### src/rtl/noc_packetizer_if.sv
// AXI-Stream style flit channel shared by the packetizer's payload input and flit output.
interface axis_if #(
   parameter int DATA_WIDTH = 32,
   parameter int ID_WIDTH   = 4
);
   logic [DATA_WIDTH-1:0] tdata;
   logic                  tvalid;
   logic                  tready;
   logic [ID_WIDTH-1:0]   tid;
   logic                  tlast;

   // Producer side: drives the flit, listens to back-pressure.
   modport m (
      output tdata,
      output tvalid,
      output tid,
      output tlast,
      input  tready
   );

   // Raw payload consumer: only data and the handshake are meaningful here.
   modport s (
      input  tdata,
      input  tvalid,
      output tready
   );
endinterface

### src/rtl/noc_packetizer.sv
// NoC packetizer: turns a (dest, length) command plus a raw payload stream into
// one routing-header flit followed by exactly 'length' body flits.
//
// state  | meaning
// -------+------------------------------------------------------------
// IDLE   | accepting commands; zero-length commands rejected with cmd_err
// HEADER | waiting for the output slot to take the routing header flit
// BODY   | forwarding payload beats, counting down the remaining flits
module noc_packetizer #(
   parameter int DATA_WIDTH     = 32,
   parameter int MAX_ROUTERS_X  = 4,
   parameter int MAX_ROUTERS_Y  = 4,
   parameter int COORD_WIDTH    = $clog2(MAX_ROUTERS_X),
   parameter int SRC_X          = 0,
   parameter int SRC_Y          = 0,
   parameter int ID_WIDTH       = 4,
   parameter int ROUTING_HEADER = 15,
   parameter int BODY_ID        = 1
) (
   input  logic                   clk,
   input  logic                   rst_n,
   input  logic                   cmd_valid,
   output logic                   cmd_ready,
   input  logic [COORD_WIDTH-1:0] cmd_x,
   input  logic [COORD_WIDTH-1:0] cmd_y,
   input  logic [7:0]             cmd_len,
   output logic                   cmd_err,
   axis_if.s                      in,
   axis_if.m                      out
);

   // Header layout needs four coordinates plus the 8-bit length; both mesh
   // dimensions must fit the same coordinate field, and the two TIDs must differ.
   if (DATA_WIDTH < 4*COORD_WIDTH+8 || $clog2(MAX_ROUTERS_Y) != COORD_WIDTH
       || ROUTING_HEADER == BODY_ID) begin : g_bad_params
      $error("noc_packetizer: inconsistent parameters");
   end

   typedef enum logic [1:0] {
      IDLE   = 2'd0,
      HEADER = 2'd1,
      BODY   = 2'd2
   } state_t;

   state_t                 state, state_nxt;
   logic [COORD_WIDTH-1:0] dest_x, dest_y;
   logic [7:0]             len_q;
   logic [7:0]             remaining;

   logic                   o_valid;
   logic [DATA_WIDTH-1:0]  o_data;
   logic [ID_WIDTH-1:0]    o_id;
   logic                   o_last;

   logic                   slot_free;
   logic                   cmd_ready_c;
   logic                   in_ready_c;
   logic                   cmd_take;
   logic                   err_nxt;
   logic                   hdr_load;
   logic                   body_load;
   logic                   last_beat;
   logic [DATA_WIDTH-1:0]  hdr_word;

   // The output register can take a new flit when empty or draining this cycle.
   assign slot_free = !o_valid || out.tready;

   // State register.
   always_ff @(posedge clk or negedge rst_n) begin
      if (!rst_n) begin
         state <= IDLE;
      end else begin
         state <= state_nxt;
      end
   end

   // Next-state decode and handshake strobes.
   always_comb begin
      state_nxt   = state;
      cmd_ready_c = 1'b0;
      in_ready_c  = 1'b0;
      cmd_take    = 1'b0;
      err_nxt     = 1'b0;
      hdr_load    = 1'b0;
      body_load   = 1'b0;
      last_beat   = 1'b0;
      case (state)
         IDLE: begin
            cmd_ready_c = 1'b1;
            if (cmd_valid) begin
               if (cmd_len == 8'd0) begin
                  err_nxt = 1'b1;
               end else begin
                  cmd_take  = 1'b1;
                  state_nxt = HEADER;
               end
            end
         end
         HEADER: begin
            if (slot_free) begin
               hdr_load  = 1'b1;
               state_nxt = BODY;
            end
         end
         BODY: begin
            in_ready_c = slot_free;
            if (in.tvalid && slot_free) begin
               body_load = 1'b1;
               if (remaining == 8'd1) begin
                  last_beat = 1'b1;
                  state_nxt = IDLE;
               end
            end
         end
         default: state_nxt = IDLE;
      endcase
   end

   // Routing header: dest y, dest x, source y, source x, length, zero-filled above.
   always_comb begin
      hdr_word = '0;
      hdr_word[COORD_WIDTH-1:0]               = dest_y;
      hdr_word[2*COORD_WIDTH-1:COORD_WIDTH]   = dest_x;
      hdr_word[3*COORD_WIDTH-1:2*COORD_WIDTH] = COORD_WIDTH'(SRC_Y);
      hdr_word[4*COORD_WIDTH-1:3*COORD_WIDTH] = COORD_WIDTH'(SRC_X);
      hdr_word[4*COORD_WIDTH+7:4*COORD_WIDTH] = len_q;
   end

   // Command capture and zero-length reject pulse.
   always_ff @(posedge clk or negedge rst_n) begin
      if (!rst_n) begin
         dest_x  <= '0;
         dest_y  <= '0;
         len_q   <= '0;
         cmd_err <= 1'b0;
      end else begin
         cmd_err <= err_nxt;
         if (cmd_take) begin
            dest_x <= cmd_x;
            dest_y <= cmd_y;
            len_q  <= cmd_len;
         end
      end
   end

   // Remaining body-flit counter, armed when the header is loaded.
   always_ff @(posedge clk or negedge rst_n) begin
      if (!rst_n) begin
         remaining <= '0;
      end else if (hdr_load) begin
         remaining <= len_q;
      end else if (body_load) begin
         remaining <= remaining - 8'd1;
      end
   end

   // One-entry output register; a reload in the draining cycle keeps it full.
   always_ff @(posedge clk or negedge rst_n) begin
      if (!rst_n) begin
         o_valid <= 1'b0;
         o_data  <= '0;
         o_id    <= '0;
         o_last  <= 1'b0;
      end else if (hdr_load) begin
         o_valid <= 1'b1;
         o_data  <= hdr_word;
         o_id    <= ID_WIDTH'(ROUTING_HEADER);
         o_last  <= 1'b0;
      end else if (body_load) begin
         o_valid <= 1'b1;
         o_data  <= in.tdata;
         o_id    <= ID_WIDTH'(BODY_ID);
         o_last  <= last_beat;
      end else if (out.tready) begin
         o_valid <= 1'b0;
      end
   end

   // cmd_ready stays low while reset is asserted even though the state reads IDLE.
   assign cmd_ready  = cmd_ready_c & rst_n;
   assign in.tready  = in_ready_c;
   assign out.tvalid = o_valid;
   assign out.tdata  = o_data;
   assign out.tid    = o_id;
   assign out.tlast  = o_last;

endmodule

### src/flat_wrapper.sv
// flat-port wrapper written by rule: the top's interface ports become plain ports
module noc_packetizer_flat 
#(
   parameter int DATA_WIDTH     = 32,
   parameter int MAX_ROUTERS_X  = 4,
   parameter int MAX_ROUTERS_Y  = 4,
   parameter int COORD_WIDTH    = $clog2(MAX_ROUTERS_X),
   parameter int SRC_X          = 0,
   parameter int SRC_Y          = 0,
   parameter int ID_WIDTH       = 4,
   parameter int ROUTING_HEADER = 15,
   parameter int BODY_ID        = 1
)
  (clk, rst_n, cmd_valid, cmd_ready, cmd_x, cmd_y, cmd_len, cmd_err, in_tdata, in_tvalid, in_tready, out_tdata, out_tvalid, out_tid, out_tlast, out_tready);
  axis_if #(.DATA_WIDTH(DATA_WIDTH), .ID_WIDTH(ID_WIDTH)) in_i ();
  axis_if #(.DATA_WIDTH(DATA_WIDTH), .ID_WIDTH(ID_WIDTH)) out_i ();
  input  logic clk;
  input  logic rst_n;
  input  logic cmd_valid;
  output logic cmd_ready;
  input  logic [COORD_WIDTH-1:0] cmd_x;
  input  logic [COORD_WIDTH-1:0] cmd_y;
  input  logic [7:0] cmd_len;
  output logic cmd_err;
  input wire logic [$bits(in_i.tdata)-1:0] in_tdata;
  input wire logic [$bits(in_i.tvalid)-1:0] in_tvalid;
  output wire logic [$bits(in_i.tready)-1:0] in_tready;
  output wire logic [$bits(out_i.tdata)-1:0] out_tdata;
  output wire logic [$bits(out_i.tvalid)-1:0] out_tvalid;
  output wire logic [$bits(out_i.tid)-1:0] out_tid;
  output wire logic [$bits(out_i.tlast)-1:0] out_tlast;
  input wire logic [$bits(out_i.tready)-1:0] out_tready;
  assign in_i.tdata = in_tdata;
  assign in_i.tvalid = in_tvalid;
  assign in_tready = in_i.tready;
  assign out_tdata = out_i.tdata;
  assign out_tvalid = out_i.tvalid;
  assign out_tid = out_i.tid;
  assign out_tlast = out_i.tlast;
  assign out_i.tready = out_tready;
  noc_packetizer #(.DATA_WIDTH(DATA_WIDTH), .MAX_ROUTERS_X(MAX_ROUTERS_X), .MAX_ROUTERS_Y(MAX_ROUTERS_Y), .COORD_WIDTH(COORD_WIDTH), .SRC_X(SRC_X), .SRC_Y(SRC_Y), .ID_WIDTH(ID_WIDTH), .ROUTING_HEADER(ROUTING_HEADER), .BODY_ID(BODY_ID)) u_core (.clk(clk), .rst_n(rst_n), .cmd_valid(cmd_valid), .cmd_ready(cmd_ready), .cmd_x(cmd_x), .cmd_y(cmd_y), .cmd_len(cmd_len), .cmd_err(cmd_err), .in(in_i), .out(out_i));
endmodule
### config.mk
export PLATFORM = sky130hd
export DESIGN_NAME = noc_packetizer_flat
export DESIGN_NICKNAME = d
export VERILOG_FILES = /design/src/rtl/noc_packetizer_if.sv /design/src/rtl/noc_packetizer.sv /design/src/flat_wrapper.sv
export SDC_FILE = /design/constraint.sdc
export NUM_CORES = 1
export LEC_CHECK = 0
export BUFFER_PORTS_ARGS = -buffer_cell sky130_fd_sc_hd__buf_2
export CAP_MARGIN = 30
export CORE_MARGIN = 5
export CORE_UTILIZATION = 36
export DETAILED_ROUTE_END_ITERATION = 12
export HOLD_SLACK_MARGIN = 0.05
export PLACE_DENSITY = 0.63
export SLEW_MARGIN = 20
export SYNTH_ARGS = -nofsm -noshare
export SYNTH_HDL_FRONTEND = slang
export SYNTH_SLANG_ARGS = --single-unit
### constraint.sdc
create_clock -name clk -period 4.4 [get_ports clk]
set_input_delay 0.88 -clock clk [delete_from_list [all_inputs] [get_ports clk]]
set_output_delay 0.88 -clock clk [all_outputs]
set_load 0.1 [all_outputs]
# Yosys cells after proc, flatten, opt, wreduce, memory -nomap -nowiden
# Index checks and enable logic that the tools add are counted.
classes:
  n_mux: 32
  reduce_logical: 8
  bitwise_logic: 1
  n_addsub: 1
  eq_ne: 8
op_table:
  columns: ["operator", "n"]
  rows:
  - ["$mux W32", 2]
  - ["$mux W1", 20]
  - ["$mux W8", 2]
  - ["$mux W2", 5]
  - ["$eq A8 B1 Y1 const B", 1]
  - ["$logic_not A8 Y1", 1]
  - ["$mux W4", 2]
  - ["$sub A8 B1 Y8 const B", 1]
  - ["$ne A2 B1 Y1 const B", 3]
  - ["$pmux W2 S3", 1]
  - ["$reduce_and A5 Y1", 1]
  - ["$ne A2 B2 Y1 const B", 2]
  - ["$reduce_bool A3 Y1", 1]
  - ["$eq A2 B1 Y1 const B", 1]
  - ["$eq A2 B2 Y1 const B", 1]
  - ["$logic_not A2 Y1", 1]
  - ["$reduce_bool A2 Y1", 1]
  - ["$and A1 B1 Y1", 1]
  - ["$logic_and A1 B1 Y1", 1]
  - ["$logic_not A1 Y1", 1]
  - ["$logic_or A1 B1 Y1", 1]
word_totals:
  inputBits: 49
  reg_bits: 61
  output_inout_bits: 41
  wordCells: 60

# Logic depth before layout (Yosys ltp)
# Gate-level depths: netlist of the first run.
logic_depth:
  word_depth: 7
  mapped_depth: 7
  ltp_nobuf: 6

# Least setup slack after synthesis of the first run
# Ideal clock, no wire load.
synth_path:
  path_kind: "register -> output"
  start: "register u_core.o_valid, in the netlist u_core.out.tvalid"
  end: "output port in_tready"
  path_buffers: 0
  slack_ns: 1.228
  stages_incl_launch_ff: 3
  arrival_ns: 2.292
  required_ns: 3.520
  path_cell_list: "dfrtp_1 > nor2b_1 > nor2_1"
synth_between:
  elab_chain_len: 3
synth_lines:
  columns: ["element", "line_no", "source"]
  rows:
  - ["start, declared", "noc_packetizer.sv:50", "logic o_valid;"]
  - ["start signal, assigned", "noc_packetizer.sv:160", "o_valid <= 1'b0;"]
  - ["start signal, assigned", "noc_packetizer.sv:165", "o_valid <= 1'b1;"]
  - ["start signal, assigned", "noc_packetizer.sv:170", "o_valid <= 1'b1;"]
  - ["$logic_not A1 Y1", "noc_packetizer.sv:66", "assign slot_free = !o_valid || out.tready;"]
  - ["$logic_or A1 B1 Y1", "noc_packetizer.sv:66", null]
  - ["$mux W1", "noc_packetizer.sv:87", "case (state)"]
  - ["end, declared", "flat_wrapper.sv:27", "output wire logic [$bits(in_i.tready)-1:0] in_tready;"]
# Every way passes these cells.

# Worst setup path after layout of the first run
layout_path:
  start: "register u_core.state[0]"
  end: "output port cmd_ready"
layout_between:
  elab_chain_len: 3
layout_lines:
  columns: ["element", "line_no", "source"]
  rows:
  - ["start, declared", "noc_packetizer.sv:45", "state_t state, state_nxt;"]
  - ["start signal, assigned", "noc_packetizer.sv:73", "state <= state_nxt;"]
  - ["$logic_not A2 Y1", "noc_packetizer.sv:87", null]
  - ["$mux W1", "noc_packetizer.sv:87", null]
  - ["$and A1 B1 Y1", "noc_packetizer.sv:180", "assign cmd_ready = cmd_ready_c & rst_n;"]
  - ["end, declared", "flat_wrapper.sv:20", "output logic cmd_ready;"]
# Every way passes these cells.

==> flow_summary.ini, run 1 <==
[synthesis]
synth_top_area_share_pct = 56.1
yosysTopAreaCell = dfrtp_1
synth_warnings = 0
syn_inst = 259
synthArstFlopShare_pct = 100
synth-main-ff-cell = dfrtp_1
synth_nets = 310
ys_ff_latch = 59
yosys-top-cells-area = dfrtp_1 56%, nand2_1 8.6%, nand3_1 6.1%, mux2_4 5.1%, nor2_1 2.0%
ys_seq_area_share_pct = 56.1
synth-edff-count = 0
netlist_area_sq_mm = 0.00263
synth_cell_types = 46
synth_area_per_cell_sq_um = 10.2

[worst_setup_path]
cp-start-kind = flip-flop
critical_path_class = flip-flop to output port
crit_fanout = 9
critPathRequiredTime_ns = 3.52
worstPathArrival_ns = 1.58
end_kind = output port

[status]
status = finished, final reports clean

[placed_design]
pre_cts_ws_ns = 1.53
gp_congestion = 0.779
dp_hpwl_um = 4620
place_area_sq_mm = 0.00313
numPortBuffers = 89

[drt]
drt-total-wl_um = 6510
via_per_inst = 4.85
dr.max_layer_used = met4
met1Wirelength_um = 2900
wl_met3_um = 402
drt_first_pass_iters = 4
drc_errors = 0
route.met2.wl_um = 3120
wl_per_cell_um = 14.5
drtIter0Drc = 85
ant_nets = 0
vias = 2171

[sta]
setup_tns_ns = 0
whs_ns = 0.465
final-hold-violation-count = 0
period_share_pct = 55.8
maxSlewViolCount = 0
timing.final.ws_setup_ns = 1.94
rsz0062_at_grt = no
finClkSkew_ns = 0.00837
tightest_slew_ns = 0.843
finalSetupViolCount = 0
slew_headroom_pct = 43.8
fmax_mhz = 407
layout_min_cycle_time_ns = 2.46

[clock_network]
clkTransAtPathRegs_ns = 0.07
post_cts_resized = 0
htreeDepth = 3
cts_tree = built
ctsRootBufferMaster = clkbuf_8
cts_buffers = 9
clk_latency_ns = 0.33
cts_sinks = 59
clockBufferDepth = 2
ctsHoldBuffers = 0
cts_setup_buffers = 0

[global_route]
grt_pass1_wl_um = 10700
track_usage_pct = 15.1
overflow = 0
antenna_found_initial = 0
grt_max_degree = 60
grt_pass1_vias = 2220

[floorplanning]
fp.dieH_um = 95.5
coreArea_sq_mm = 0.00718
num_rows = 31
dieArea_sq_mm = 0.00913
io_pins = 90
start_util_pct = 36.7
die_w_um = 95.5

[final_layout]
num_antenna_cells = 0
drive_gt1_share_pct = 35.2
fin_nets = 397
final_cell_mix = 89 x buf_2, 60 x nand2_1, 59 x dfrtp_1, 32 x nand3_1, 14 x nor2_1
area.growth.synth_to_final_pct = 26.7
fillers = 728
final_area_sq_mm = 0.00334
layout_commonest_cell = buf_2

[job]
max-cap-violations = 0

[hold_path]
hold_class = flip-flop to flip-flop
metal layers:
layer	track usage [%]	vias up
li1	-	1058
met3	3.71	9
met4	6.40	0
met2	23.6	59
met1	19.8	1045
met5	0	-
final cells by class:
type	count	area [sq um]	share of cell area, %
sequential	59	1480	44.2
tap	99	124	3.71
clock buffer	11	141	4.24
inverter	6	22.5	0.675
multi-input combinational	177	1030	30.9
clock inverter	3	40.0	1.20
timing repair buffer	93	503	15.1
Yosys cell counts (3+ instances only):
library cell and instances:
nand2_1 60, dfrtp_1 59, nand3_1 32, nor2_1 14
buf_2 9, mux2_4 9, nor3_1 7, inv_1 6
o21ai_0 5, buf_4 4, and3_1 3, nand2b_1 3
nor4_1 3, o211ai_1 3, o22ai_1 3
final timing paths:
kind / start / to / slack (ns) / depth (start not counted)
max in group asynchronous: rst_n / u_core.out.tdata[15]$_DFFE_PN0P_ / 3.15 / 2
setup / recovery: u_core.state[0]$_DFFE_PN0P_ / cmd_ready / 1.94 / 3
hold / removal: u_core.out.tid[0]$_DFFE_PN0P_ / u_core.out.tid[0]$_DFFE_PN0P_ / 0.47 / 1
setup reg to reg: u_core.state[0]$_DFFE_PN0P_ / u_core.dest_y[1]$_DFFE_PN0P_ / 2.44 / 4
hold reg to reg: u_core.out.tid[0]$_DFFE_PN0P_ / u_core.out.tid[0]$_DFFE_PN0P_ / 0.47 / 1
min in group asynchronous: rst_n / u_core.out.tid[0]$_DFFE_PN0P_ / 0.72 / 2
state kept, by name, summed over array words and instances, names as in the netlist:
register           flops
u_core.out.tdata      32
u_core.len_q           8
u_core.remaining       8
u_core.dest_x          2
u_core.dest_y          2
u_core.out.tid         2
u_core.state           2
u_core.cmd_err         1
u_core.out.tlast       1
u_core.out.tvalid      1
cell families after synthesis:
group,Yosys count,synth area share (%)
DFF,59,56.1
adders and majority gates,2,0.950
xor gates and xnor gates,1,0.333
buffers and inverters,23,4.85
and+or+nand+nor,136,24.5
AOI/OAI and AO/OA,27,7.36
muxes,11,5.99
worst max-delay path, stage by stage (launching register included):
cell	delay, ns
dfrtp_1	0.48
nor2_1	0.21
and2_1	0.15
buf_2	0.42
through the flow:
| stage | std cells | util, % |
|---|---|---|
| finish | 448 | 46.5 |
| global route | 448 | 46.5 |
| CTS | 447 | 46.1 |
| detailed placement | 433 | 43.6 |
| global placement | 432 | 43.4 |
| floorplan | 259 | - |
Power of run 1 is left out: the tool's default activity adds up to more than one toggle a clock period on the data nets, which glitch-free logic cannot reach.
==> run 2: changes to the inputs <==
--- a/config.mk
+++ b/config.mk
@@ -11,7 +11,7 @@
 export CORE_UTILIZATION = 36
 export DETAILED_ROUTE_END_ITERATION = 12
 export HOLD_SLACK_MARGIN = 0.05
-export PLACE_DENSITY = 0.63
+export PLACE_DENSITY = 0.65
 export SLEW_MARGIN = 20
 export SYNTH_ARGS = -nofsm -noshare
 export SYNTH_HDL_FRONTEND = slang
==> constraint.sdc (replaced) <==
create_clock -name clk -period 2.1 [get_ports clk]
set_input_delay 0.42 -clock clk [delete_from_list [all_inputs] [get_ports clk]]
set_output_delay 0.42 -clock clk [all_outputs]
set_load 0.1 [all_outputs]
==> flow_summary.ini, run 2 (synthesized netlist as in run 1, its figures left out) <==
[status]
status = finished, final reports clean

[floorplanning]
dieArea_sq_mm = 0.00913
num_rows = 31
fp.dieH_um = 95.5
io_pins = 90
coreArea_sq_mm = 0.00718
die_w_um = 95.5
start_util_pct = 36.7

[final_layout]
final_area_sq_mm = 0.00339
drive_gt1_share_pct = 37.1
final_cell_mix = 88 x buf_2, 60 x nand2_1, 59 x dfrtp_1, 32 x nand3_1
fin_nets = 402
area.growth.synth_to_final_pct = 28.6
layout_commonest_cell = buf_2
largest_reg_flops = 32
num_antenna_cells = 0

[placed_design]
numPortBuffers = 89
dp_hpwl_um = 4850
place_area_sq_mm = 0.00319
gp_congestion = 0.807

[drt]
drc_errors = 0
ant_nets = 0
via_per_inst = 4.86
vias = 2212
drtIter0Drc = 128
drt-total-wl_um = 6680
drt_first_pass_iters = 4
wl_per_cell_um = 14.7

[sta]
finClkSkew_ns = 0.00776
slew_headroom_pct = 41.8
tightest_slew_ns = 0.873
maxSlewViolCount = 0
setup_tns_ns = 0
layout_min_cycle_time_ns = 1.99
period_share_pct = 94.8
fmax_mhz = 502
final-hold-violation-count = 0
finalSetupViolCount = 0
rsz0062_at_grt = no
whs_ns = 0.265

[global_route]
track_usage_pct = 15.5
grt_pass1_vias = 2312
grt_pass1_wl_um = 10900
grt_max_degree = 60
antenna_found_initial = 0
overflow = 0

[clock_network]
ctsRootBufferMaster = clkbuf_8
clockBufferDepth = 2
cts_sinks = 59
htreeDepth = 3
post_cts_resized = 0
cts_tree = built
cts_setup_buffers = 0
clkTransAtPathRegs_ns = 0.07
clk_latency_ns = 0.33
cts_buffers = 9
ctsHoldBuffers = 0

[worst_setup_path]
critPathRequiredTime_ns = 1.68
cp-start-kind = flip-flop
critical_path_class = flip-flop to output port
path_cells = buf_4 -> nand2b_1 -> nor2_4 -> buf_2
crit_fanout = 8
r2r_slack_ns = 0.22
end_kind = output port
worstPathArrival_ns = 1.57
critPathMaxStageDelay_ns = 0.42
worst_path_max_delay_cell = buf_2

[hold_path]
hold_class = primary input to asynchronous set/reset pin

[job]
max-cap-violations = 0
==> run 2: per-layer routing <==
layer | GRT usage (%) | vias up | share of wire [%]
li1 | - | 1073 | -
met1 | 19.7 | 1051 | 45
met2 | 23.4 | 73 | 47
met3 | 4.81 | 15 | 5.9
met4 | 8.41 | 0 | 2.4
met5 | 0 | - | 0
==> run 2: layout make-up <==
type | count | area (sq um)
well taps | 99 | 124
fillers | 663 | 3790
flip-flops and latches | 59 | 1480
clock inverters | 3 | 20.0
multi-input cells | 177 | 1040
clock buffers | 13 | 179
repair buffers | 98 | 528
inverters | 6 | 22.5
==> run 2: through the flow <==
| stage | std cells | setup WS, ns | utilization, % |
|---|---|---|---|
| 6_report | 455 | 0.110 | 47.2 |
| 5_1_grt | 455 | 0.0276 | 47.2 |
| 3_3_place_gp | 439 | 0.281 | 44.4 |
| 2_1_floorplan | 259 | 0.0745 | - |
| 3_5_place_dp | 439 | 0.204 | 44.4 |
| 4_1_cts | 455 | 0.0827 | 47.2 |
==> run 2: path summary, 6_finish.rpt <==
kind	cells after the start	startpoint	to
max	4	u_core.state[0]$_DFFE_PN0P_	in_tready
min	2	rst_n	u_core.cmd_err$_DFF_PN0_
max reg2reg	4	u_core.state[1]$_DFFE_PN0P_	u_core.dest_y[1]$_DFFE_PN0P_
min reg2reg	1	u_core.out.tid[0]$_DFFE_PN0P_	u_core.out.tid[0]$_DFFE_PN0P_
max in group asynchronous	2	rst_n	u_core.out.tdata[29]$_DFFE_PN0P_
min in group clk	3	in_tdata[22]	u_core.out.tdata[22]$_DFFE_PN0P_
==> run 2: critical path, delay by kind of cell, from the launching register on <==
kind / cells / cell delay (ns)
and+or+nand+nor: 2 / 0.28
buffers and inverters: 2 / 0.58
DFF: 1 / 0.38
Power of run 2 is left out for the same reason.
